[src/rtl/tomasula_types.sv]
// Shared types for the Tomasulo front end.
// Defines the decoded op code and the control word carried from decode to dispatch.
package tomasula_types;

    typedef enum logic [3:0] {
        OP_NOP = 4'd0,
        OP_ADD,
        OP_SUB,
        OP_AND,
        OP_OR,
        OP_XOR,
        OP_SLT,
        OP_SLL,
        OP_SRL,
        OP_BR,
        OP_LD,
        OP_ST
    } op_t;

    typedef struct packed {
        op_t        op;
        logic [4:0] dest_reg;
        logic [4:0] src1_reg;
        logic [4:0] src2_reg;
        logic [15:0] imm;
    } ctl_word;

endpackage

[src/rtl/issue_dispatch_q_if.sv]
// Bundle between decode, the issue/dispatch queue and the RS/ROB/LSQ side.
// slave: the queue (enq/stall inputs in, strobes/head out); master: the environment.
interface issue_dispatch_q_if #(
    parameter int NUM_RS = 4,
    parameter int CNT_W  = 4
);
    import tomasula_types::*;

    logic              flush_i;
    logic              enq_valid_i;
    ctl_word           enq_ctl_i;
    logic              enq_ready_o;
    logic              enq_ack_o;
    logic [NUM_RS-1:0] rs_empty_i;
    logic [NUM_RS-1:0] rs_load_o;
    logic              ldst_rs_empty_i;
    logic              ldst_q_full_i;
    logic              ldst_load_o;
    logic              rob_full_i;
    logic              rob_load_o;
    logic [4:0]        regfile_tag1_o;
    logic [4:0]        regfile_tag2_o;
    ctl_word           ctl_o;
    logic [CNT_W-1:0]  count_o;

    modport slave (
        input  flush_i, enq_valid_i, enq_ctl_i,
        input  rs_empty_i, ldst_rs_empty_i, ldst_q_full_i, rob_full_i,
        output enq_ready_o, enq_ack_o, rs_load_o, ldst_load_o,
        output rob_load_o, regfile_tag1_o, regfile_tag2_o, ctl_o, count_o
    );

    modport master (
        output flush_i, enq_valid_i, enq_ctl_i,
        output rs_empty_i, ldst_rs_empty_i, ldst_q_full_i, rob_full_i,
        input  enq_ready_o, enq_ack_o, rs_load_o, ldst_load_o,
        input  rob_load_o, regfile_tag1_o, regfile_tag2_o, ctl_o, count_o
    );

endinterface

[src/rtl/issue_dispatch_q.sv]
// In-order issue queue: buffers decoded words, dispatches the head to an ALU RS
// (round-robin) or the LD/ST RS. Ports: clk, rst (sync, active-high), q (slave bundle).
module issue_dispatch_q
    import tomasula_types::*;
#(
    parameter int DEPTH  = 8,
    parameter int NUM_RS = 4,
    parameter int CNT_W  = $clog2(DEPTH + 1)
) (
    input logic               clk,
    input logic               rst,
    issue_dispatch_q_if.slave q
);

    localparam int PTR_W = $clog2(DEPTH);
    localparam int RR_W  = (NUM_RS > 1) ? $clog2(NUM_RS) : 1;

    ctl_word          mem [DEPTH];
    logic [PTR_W-1:0] head;
    logic [PTR_W-1:0] tail;
    logic [CNT_W-1:0] count;
    logic [RR_W-1:0]  rr_ptr;

    logic [RR_W-1:0]  sel_idx;
    logic [RR_W-1:0]  cand;
    logic             sel_found;
    logic             head_valid;
    logic             is_ldst;
    logic             ldst_go;
    logic             alu_go;
    logic             deq;
    logic             acc;
    ctl_word          head_ctl;

    assign head_valid = (count != '0);
    assign head_ctl   = head_valid ? mem[head] : '0;
    assign is_ldst    = (head_ctl.op == OP_LD) || (head_ctl.op == OP_ST);

    // First empty station starting at rr_ptr, wrapping modulo NUM_RS.
    always_comb begin
        sel_found = 1'b0;
        sel_idx   = '0;
        cand      = '0;
        for (int k = 0; k < NUM_RS; k++) begin
            cand = RR_W'((int'(rr_ptr) + k) % NUM_RS);
            if (!sel_found && q.rs_empty_i[cand]) begin
                sel_found = 1'b1;
                sel_idx   = cand;
            end
        end
    end

    assign ldst_go = head_valid & is_ldst & q.ldst_rs_empty_i
                   & ~q.ldst_q_full_i & ~q.rob_full_i & ~q.flush_i;
    assign alu_go  = head_valid & ~is_ldst & sel_found
                   & ~q.rob_full_i & ~q.flush_i;
    assign deq     = ldst_go | alu_go;

    // Acceptance uses the start-of-cycle count, so a full queue never
    // refills in the cycle it dispatches.
    assign q.enq_ready_o = (count != CNT_W'(DEPTH));
    assign acc           = q.enq_valid_i & q.enq_ready_o & ~q.flush_i;
    assign q.enq_ack_o   = acc;

    assign q.rs_load_o      = alu_go ? (NUM_RS'(1) << sel_idx) : '0;
    assign q.ldst_load_o    = ldst_go;
    assign q.rob_load_o     = deq;
    assign q.ctl_o          = head_ctl;
    assign q.regfile_tag1_o = head_ctl.src1_reg;
    assign q.regfile_tag2_o = head_ctl.src2_reg;
    assign q.count_o        = count;

    always_ff @(posedge clk) begin
        if (!rst && acc) begin
            mem[tail] <= q.enq_ctl_i;
        end
    end

    always_ff @(posedge clk) begin
        if (rst) begin
            head   <= '0;
            tail   <= '0;
            count  <= '0;
            rr_ptr <= '0;
        end else if (q.flush_i) begin
            head  <= '0;
            tail  <= '0;
            count <= '0;
        end else begin
            if (acc) begin
                tail <= tail + 1'b1;
            end
            if (deq) begin
                head <= head + 1'b1;
            end
            if (alu_go) begin
                rr_ptr <= RR_W'((int'(sel_idx) + 1) % NUM_RS);
            end
            case ({acc, deq})
                2'b10:   count <= count + 1'b1;
                2'b01:   count <= count - 1'b1;
                default: count <= count;
            endcase
        end
    end

endmodule

[src/flat_wrapper.sv]
// flat-port wrapper written by rule: the top's interface ports become plain ports
module issue_dispatch_q_flat import tomasula_types::*;
#(
    parameter int DEPTH  = 8,
    parameter int NUM_RS = 4,
    parameter int CNT_W  = $clog2(DEPTH + 1)
)
  (clk, rst, q_flush_i, q_enq_valid_i, q_enq_ctl_i, q_rs_empty_i, q_ldst_rs_empty_i, q_ldst_q_full_i, q_rob_full_i, q_enq_ready_o, q_enq_ack_o, q_rs_load_o, q_ldst_load_o, q_rob_load_o, q_regfile_tag1_o, q_regfile_tag2_o, q_ctl_o, q_count_o);
  issue_dispatch_q_if #(.NUM_RS(NUM_RS), .CNT_W(CNT_W)) q_i ();
  input logic clk;
  input logic rst;
  input wire logic [$bits(q_i.flush_i)-1:0] q_flush_i;
  input wire logic [$bits(q_i.enq_valid_i)-1:0] q_enq_valid_i;
  input wire logic [$bits(q_i.enq_ctl_i)-1:0] q_enq_ctl_i;
  input wire logic [$bits(q_i.rs_empty_i)-1:0] q_rs_empty_i;
  input wire logic [$bits(q_i.ldst_rs_empty_i)-1:0] q_ldst_rs_empty_i;
  input wire logic [$bits(q_i.ldst_q_full_i)-1:0] q_ldst_q_full_i;
  input wire logic [$bits(q_i.rob_full_i)-1:0] q_rob_full_i;
  output wire logic [$bits(q_i.enq_ready_o)-1:0] q_enq_ready_o;
  output wire logic [$bits(q_i.enq_ack_o)-1:0] q_enq_ack_o;
  output wire logic [$bits(q_i.rs_load_o)-1:0] q_rs_load_o;
  output wire logic [$bits(q_i.ldst_load_o)-1:0] q_ldst_load_o;
  output wire logic [$bits(q_i.rob_load_o)-1:0] q_rob_load_o;
  output wire logic [$bits(q_i.regfile_tag1_o)-1:0] q_regfile_tag1_o;
  output wire logic [$bits(q_i.regfile_tag2_o)-1:0] q_regfile_tag2_o;
  output wire logic [$bits(q_i.ctl_o)-1:0] q_ctl_o;
  output wire logic [$bits(q_i.count_o)-1:0] q_count_o;
  assign q_i.flush_i = q_flush_i;
  assign q_i.enq_valid_i = q_enq_valid_i;
  assign q_i.enq_ctl_i = q_enq_ctl_i;
  assign q_i.rs_empty_i = q_rs_empty_i;
  assign q_i.ldst_rs_empty_i = q_ldst_rs_empty_i;
  assign q_i.ldst_q_full_i = q_ldst_q_full_i;
  assign q_i.rob_full_i = q_rob_full_i;
  assign q_enq_ready_o = q_i.enq_ready_o;
  assign q_enq_ack_o = q_i.enq_ack_o;
  assign q_rs_load_o = q_i.rs_load_o;
  assign q_ldst_load_o = q_i.ldst_load_o;
  assign q_rob_load_o = q_i.rob_load_o;
  assign q_regfile_tag1_o = q_i.regfile_tag1_o;
  assign q_regfile_tag2_o = q_i.regfile_tag2_o;
  assign q_ctl_o = q_i.ctl_o;
  assign q_count_o = q_i.count_o;
  issue_dispatch_q #(.DEPTH(DEPTH), .NUM_RS(NUM_RS), .CNT_W(CNT_W)) u_core (.clk(clk), .rst(rst), .q(q_i));
endmodule
[config.mk]
export PLATFORM = sky130hd
export DESIGN_NAME = issue_dispatch_q_flat
export DESIGN_NICKNAME = d
export VERILOG_FILES = /design/src/rtl/tomasula_types.sv /design/src/rtl/issue_dispatch_q_if.sv /design/src/rtl/issue_dispatch_q.sv /design/src/flat_wrapper.sv
export SDC_FILE = /design/constraint.sdc
export NUM_CORES = 1
export LEC_CHECK = 0
export ABC_AREA = 1
export CORE_MARGIN = 2
export CORE_UTILIZATION = 46
export DETAILED_ROUTE_END_ITERATION = 12
export HOLD_SLACK_MARGIN = 0.12
export PLACE_DENSITY = 0.68
export SLEW_MARGIN = 30
export SYNTH_ARGS = -nofsm -noshare
export SYNTH_HDL_FRONTEND = slang
export SYNTH_SLANG_ARGS = --single-unit
[constraint.sdc]
create_clock -name clk -period 3.8 [get_ports clk]
set_input_delay 0.76 -clock clk [delete_from_list [all_inputs] [get_ports clk]]
set_output_delay 0.76 -clock clk [all_outputs]
set_load 0.02 [all_outputs]
# Yosys cells after proc, flatten, opt, wreduce, memory -nomap -nowiden
# Memories as Yosys holds them, arrays and structs flattened. A register that Yosys moved wholly into a read port is not among the register bits.
# Cells that the tools add are included.
word_totals:
  ff_bits: 12
  ram_bits: 280
  output_inout_bits: 57
  mem_count: 1
  word_cells: 75
op_classes:
  n_bitwise: 16
  n_lt_le_gt_ge: 4
  n_addsub: 8
  reduce_logical: 13
  muxes: 23
  shifts: 1
  eq_ne: 5
memory_table:
  columns: ["name", "depth", "width", "rd", "rd_ports_with_merged_regs", "write_ports", "line_no", "text"]
  rows:
  - ["u_core.mem", 8, 35, 1, 1, 1, "issue_dispatch_q.sv:18", "ctl_word mem [DEPTH];"]
op_table:
  columns: ["operator", "count"]
  rows:
  - ["$mux 35", 1]
  - ["$lt 2x3->1 const B", 4]
  - ["$and 1x1->1", 11]
  - ["$mux 1", 10]
  - ["$bmux 1 s2", 4]
  - ["$eq 4x4->1 const B", 2]
  - ["$mux 2", 4]
  - ["$pmux 4 s2", 1]
  - ["$add 3x1->3 const B", 2]
  - ["$mux 3", 2]
  - ["$add 2x1->2 const B", 2]
  - ["$add 2x2->2 const B", 2]
  - ["$add 4x1->4 const B", 1]
  - ["$logic_and 1x1->1", 4]
  - ["$logic_not 1->1", 4]
  - ["$mux 4", 1]
  - ["$ne 4x4->1 const B", 1]
  - ["$not 1->1", 4]
  - ["$reduce_bool 4->1", 1]
  - ["$shl 1x2->4 const A", 1]
  - ["$sub 4x1->4 const B", 1]
  - ["$eq 2x1->1 const B", 1]
  - ["$eq 2x2->1 const B", 1]
  - ["$reduce_and 2->1", 1]
  - ["other kinds (4)", 4]

# Depth between registers and ports, before layout
logic_depth:
  depth_word: 18
  ltp_mapped: 22
  ltp_nobuf: 21

# Worst setup path before layout
# No wires, ideal clock.
synth_timing:
  kind: "input to register"
  from: "input q_flush_i"
  to: "memory u_core.mem[0][0] in the netlist's numbering (enable)"
  setup_slack_ns: 0.481
  cell_stages: 5
  setup_ns: 0.427
  path_buffers: 0
  arrival_ns: 2.892
  required_ns: 3.373
  path_cell_list: "nor2_1 -> inv_1 -> nor2_1 -> nand2_1 -> nor2_1"
synth_via:
  elab_chain_len: 5
synth_rtl:
  columns: ["item", "line_no", "text"]
  rows:
  - ["start, declared", "flat_wrapper.sv:12", "input wire logic [$bits(q_i.flush_i)-1:0] q_flush_i;"]
  - ["$not 1->1", "issue_dispatch_q.sv:62", "assign acc = q.enq_valid_i & q.enq_ready_o & ~q.flush_i;"]
  - ["$and 1x1->1", "issue_dispatch_q.sv:62", null]
  - ["$logic_and 1x1->1", "issue_dispatch_q.sv:74", "if (!rst && acc) begin"]
  - ["$mux 1", "issue_dispatch_q.sv:74", null]
  - ["$mux 1 (not written as such)", "issue_dispatch_q.sv:75", "mem[tail] <= q.enq_ctl_i;"]
  - ["end, declared", "issue_dispatch_q.sv:18", null]
# No other way between the ends.

==> impl_results.md <==
- Psw: 1372 uW
- #FFs+latches synth: 295
- Comb pwr share: 0.057
- Setup skew after layout: 9.183 ps
- CTS Sinks: 295
- Setup bufs post-CTS: 0
- Status: finished clean
- CP Cell Sequence: inv_2 -> buf_12 -> o21ai_0 -> a31oi_1 -> clkdlybuf4s50_1
- Share of the synthesized area in the top cell type: 0.6986
- Gr ovfl total: 0
- Most common cell after layout, fill and taps aside: edfxtp_1
- Initial antenna violation count: 0
- Final worst slack: 151.1 ps
- First-pass DRT Iterations: 5
- Post-synthesis average cell area: 11.95 sq um
- Initial DRC count: 739
- Critical Path Sink Type: primary output
- I/O pin total: 103
- Worst hold path type: register to register
- Area Growth Syn to Fin: 20.58%
- Yosys top cell by area: edfxtp_1
- Unrepaired setup endpoints after global routing: no
- Post-Syn Nets: 1063
- Register area share after synthesis: 0.7236
- # DRC: 0
- Clk pwr share: 0.402
- CTS tree: built
- Inserted Clock Buffers: 29
- Worst hold slack: 510.6 ps
- Hold path cells: 2
- Max frequency: 274.1 MHz
- DP HPWL: 13870 microns
- Vias: 7842
- Max Cap Violations: 0
- CTS root buffer: clkbuf_16
- Worst R2R Setup Slack: 760 ps
- Synth Cell Area: 0.01204 sq mm
- Count of input and output buffers: 102
- Minimum clock period: 3649 ps
- First-pass GRT wire length: 40890 microns
- Die Area: 0.02747 sq mm
- Maximum number of pins on one net before global-route repair: 83
- Core area: 0.02584 sq mm
- Initial Utilization: 0.4658
- Maximum clock insertion buffer count: 3
- Post-route ant nets: 0
- Final setup fails: 0
- Least-Margin Pin Slew: 723.1 ps
- Worst R2R Path Depth: 16
- Hold Crit Start: u_core.q.count_o[3]
- Pre-CTS setup slack: -59.76 ps
- Lkg Pwr: 0.004993 uW
- Synth Instances: 1007
- Hold endpoint: u_core.q.count_o[3]
- Seq pwr share: 0.541
- Worst skew pair latency: 540 ps
- Die Y: 165.8 microns
- Ratio of cells with drive above 1 in the final layout: 0.07864
- GPL Wtd Cong: 0.7697
- Distinct cells, synth: 36
- Crit Path Max Fanout: 34
- GRT Total Usage: 0.1853
- Worst Path Arrival: 2890 ps
- Internal: 5253 uW
- Pwr Density: 456.5 mW/mm^2
- Std cell rows: 59
- Chip width: 165.8 microns
- Slew HR: 0.5172
- Clock-pin slew of the registers on the worst-case setup and hold paths: 60 ps
- Max Slew Vio Count: 0
- WL per Instance: 18.02 microns
- Via/cell ratio: 5.393
- Switching part of the total: 0.2071
- Number of global-route vias before repair: 7479
- Slowest CP cell: clkdlybuf4s50_1
- CP Launch Type: register
- Nets: 1155
- Largest cells by area after synthesis: edfxtp_1, nor2_1, o21ai_0
- Aggregate routed wire length: 26190 microns
- Commonest non-fill, non-tap cells in the layout: edfxtp_1, nor2_1, o21ai_0
- Peak per-stage delay on the critical path: 680 ps
- Kind of critical path: register to primary output
- Final worst-path cycle share: 0.9602
- Final hold violations: 0
- Crit path required time: 3040 ps
- Ant diodes: 0
- Maximum VDD drop: 0.3803 mV
- Worst r2r dst: u_core.q.count_o[3]
- Ys Warns: 0
- H-tree depth: 1
-- cell families after synthesis --
kind of cell	share of synthesized area
simple gates	0.1124
flops	0.7236
compound gates	0.1093
buf+inv	0.04231
fa+ha+maj	0.01102
xor+xnor	0.001456
-- timing repair --
| action | 4_1_cts | 5_1_grt |
|---|---|---|
| setup endpoints to repair | 7 | 7 |
| cloned | 0 | 1 |
| gates resized for setup | 4 | 8 |
| hold buffers | 0 | 0 |
| pin swaps | 0 | 0 |
-- how the worst max path moves through the flow --
stage                               start          endpoint  slack [ps]  depth (start not counted)
final                            register       q_ctl_o[18]         150                          5
after global placement    q_rs_empty_i[3]    q_rs_load_o[3]          60                         14
after CTS                        register       q_ctl_o[18]          10                          7
after detailed placement  q_rs_empty_i[1]    q_rs_load_o[3]         -60                         14
after global routing             register      q_rob_load_o          10                          6
after floorplan                 q_flush_i  u_core.mem[0][0]         480                          5
-- power by group through the flow --
stage,clock network (uW),logic (uW),registers (uW)
after floorplan,0,187,3650
after global placement,0,373,3650
after detailed placement,0,379,3650
after CTS,2720,381,3580
after global routing,2850,416,3580
final,2660,379,3580
-- worst max-delay path: cells and delay by family, from the launching register on --
family	cells	cell delay [ps]
flops	1	350
buf+inv	3	1490
compound gates	2	480
-- synthesized netlist by cell type, drive strengths merged --
| cell type | instances |
|---|---|
| and2 | 1 |
| o22ai | 32 |
| nand2 | 83 |
| nand3 | 23 |
| xnor2 | 1 |
| a21oi | 10 |
| or2 | 1 |
| fa | 1 |
| o21ai | 168 |
| o2111ai | 1 |
| nand3b | 2 |
| edfxtp | 280 |
| xor2 | 1 |
| buf | 31 |
| nor3b | 1 |
| clkbuf | 36 |
| clkinv | 1 |
| nor2 | 226 |
| a31oi | 32 |
| ha | 9 |
| a21o | 1 |
| nand4 | 3 |
| inv | 47 |
| a211oi | 1 |
| dfxtp | 15 |
-- stage by stage --
step | utilization | instances | power [uW] | area, sq um | setup TNS, ps
final | 0.5617 | 1454 | 6625 | 14510 | 0
after global routing | 0.5617 | 1454 | 6847 | 14510 | 0
after CTS | 0.5596 | 1453 | 6685 | 14460 | 0
after detailed placement | 0.5256 | 1402 | 4031 | 13580 | -103.2
after global placement | 0.5256 | 1402 | 4024 | 13580 | 0
after floorplan | - | 1007 | 3841 | 12040 | 0
-- state kept, by name, indices dropped and copies added (netlist names), named ones only --
name and cells:
u_core.rr_ptr 2, u_core.head 3, u_core.q.count_o 4, u_core.mem 280, u_core.tail 3
-- cell type report --
class                   instances  area (sq um)
clock buffers                  34         744.5
fillers                      2100         11320
inverters                      48         188.9
well taps                     335         419.2
multi-input cells             597          2882
flip-flops and latches        295          8713
clock inverters                17         131.4
repair buffers                128          1434
-- metal layers --
| layer | vias to the layer above | wire [microns] | GRT usage |
|---|---|---|---|
| met3 | 35 | 1573 | 0.02550 |
| li1 | 3764 | - | - |
| met1 | 3766 | 11500 | 0.2553 |
| met4 | 0 | 505 | 0.04726 |
| met2 | 277 | 12620 | 0.3137 |
| met5 | - | 0 | 0 |
No activity file was read; power rests on OpenSTA's default activity.
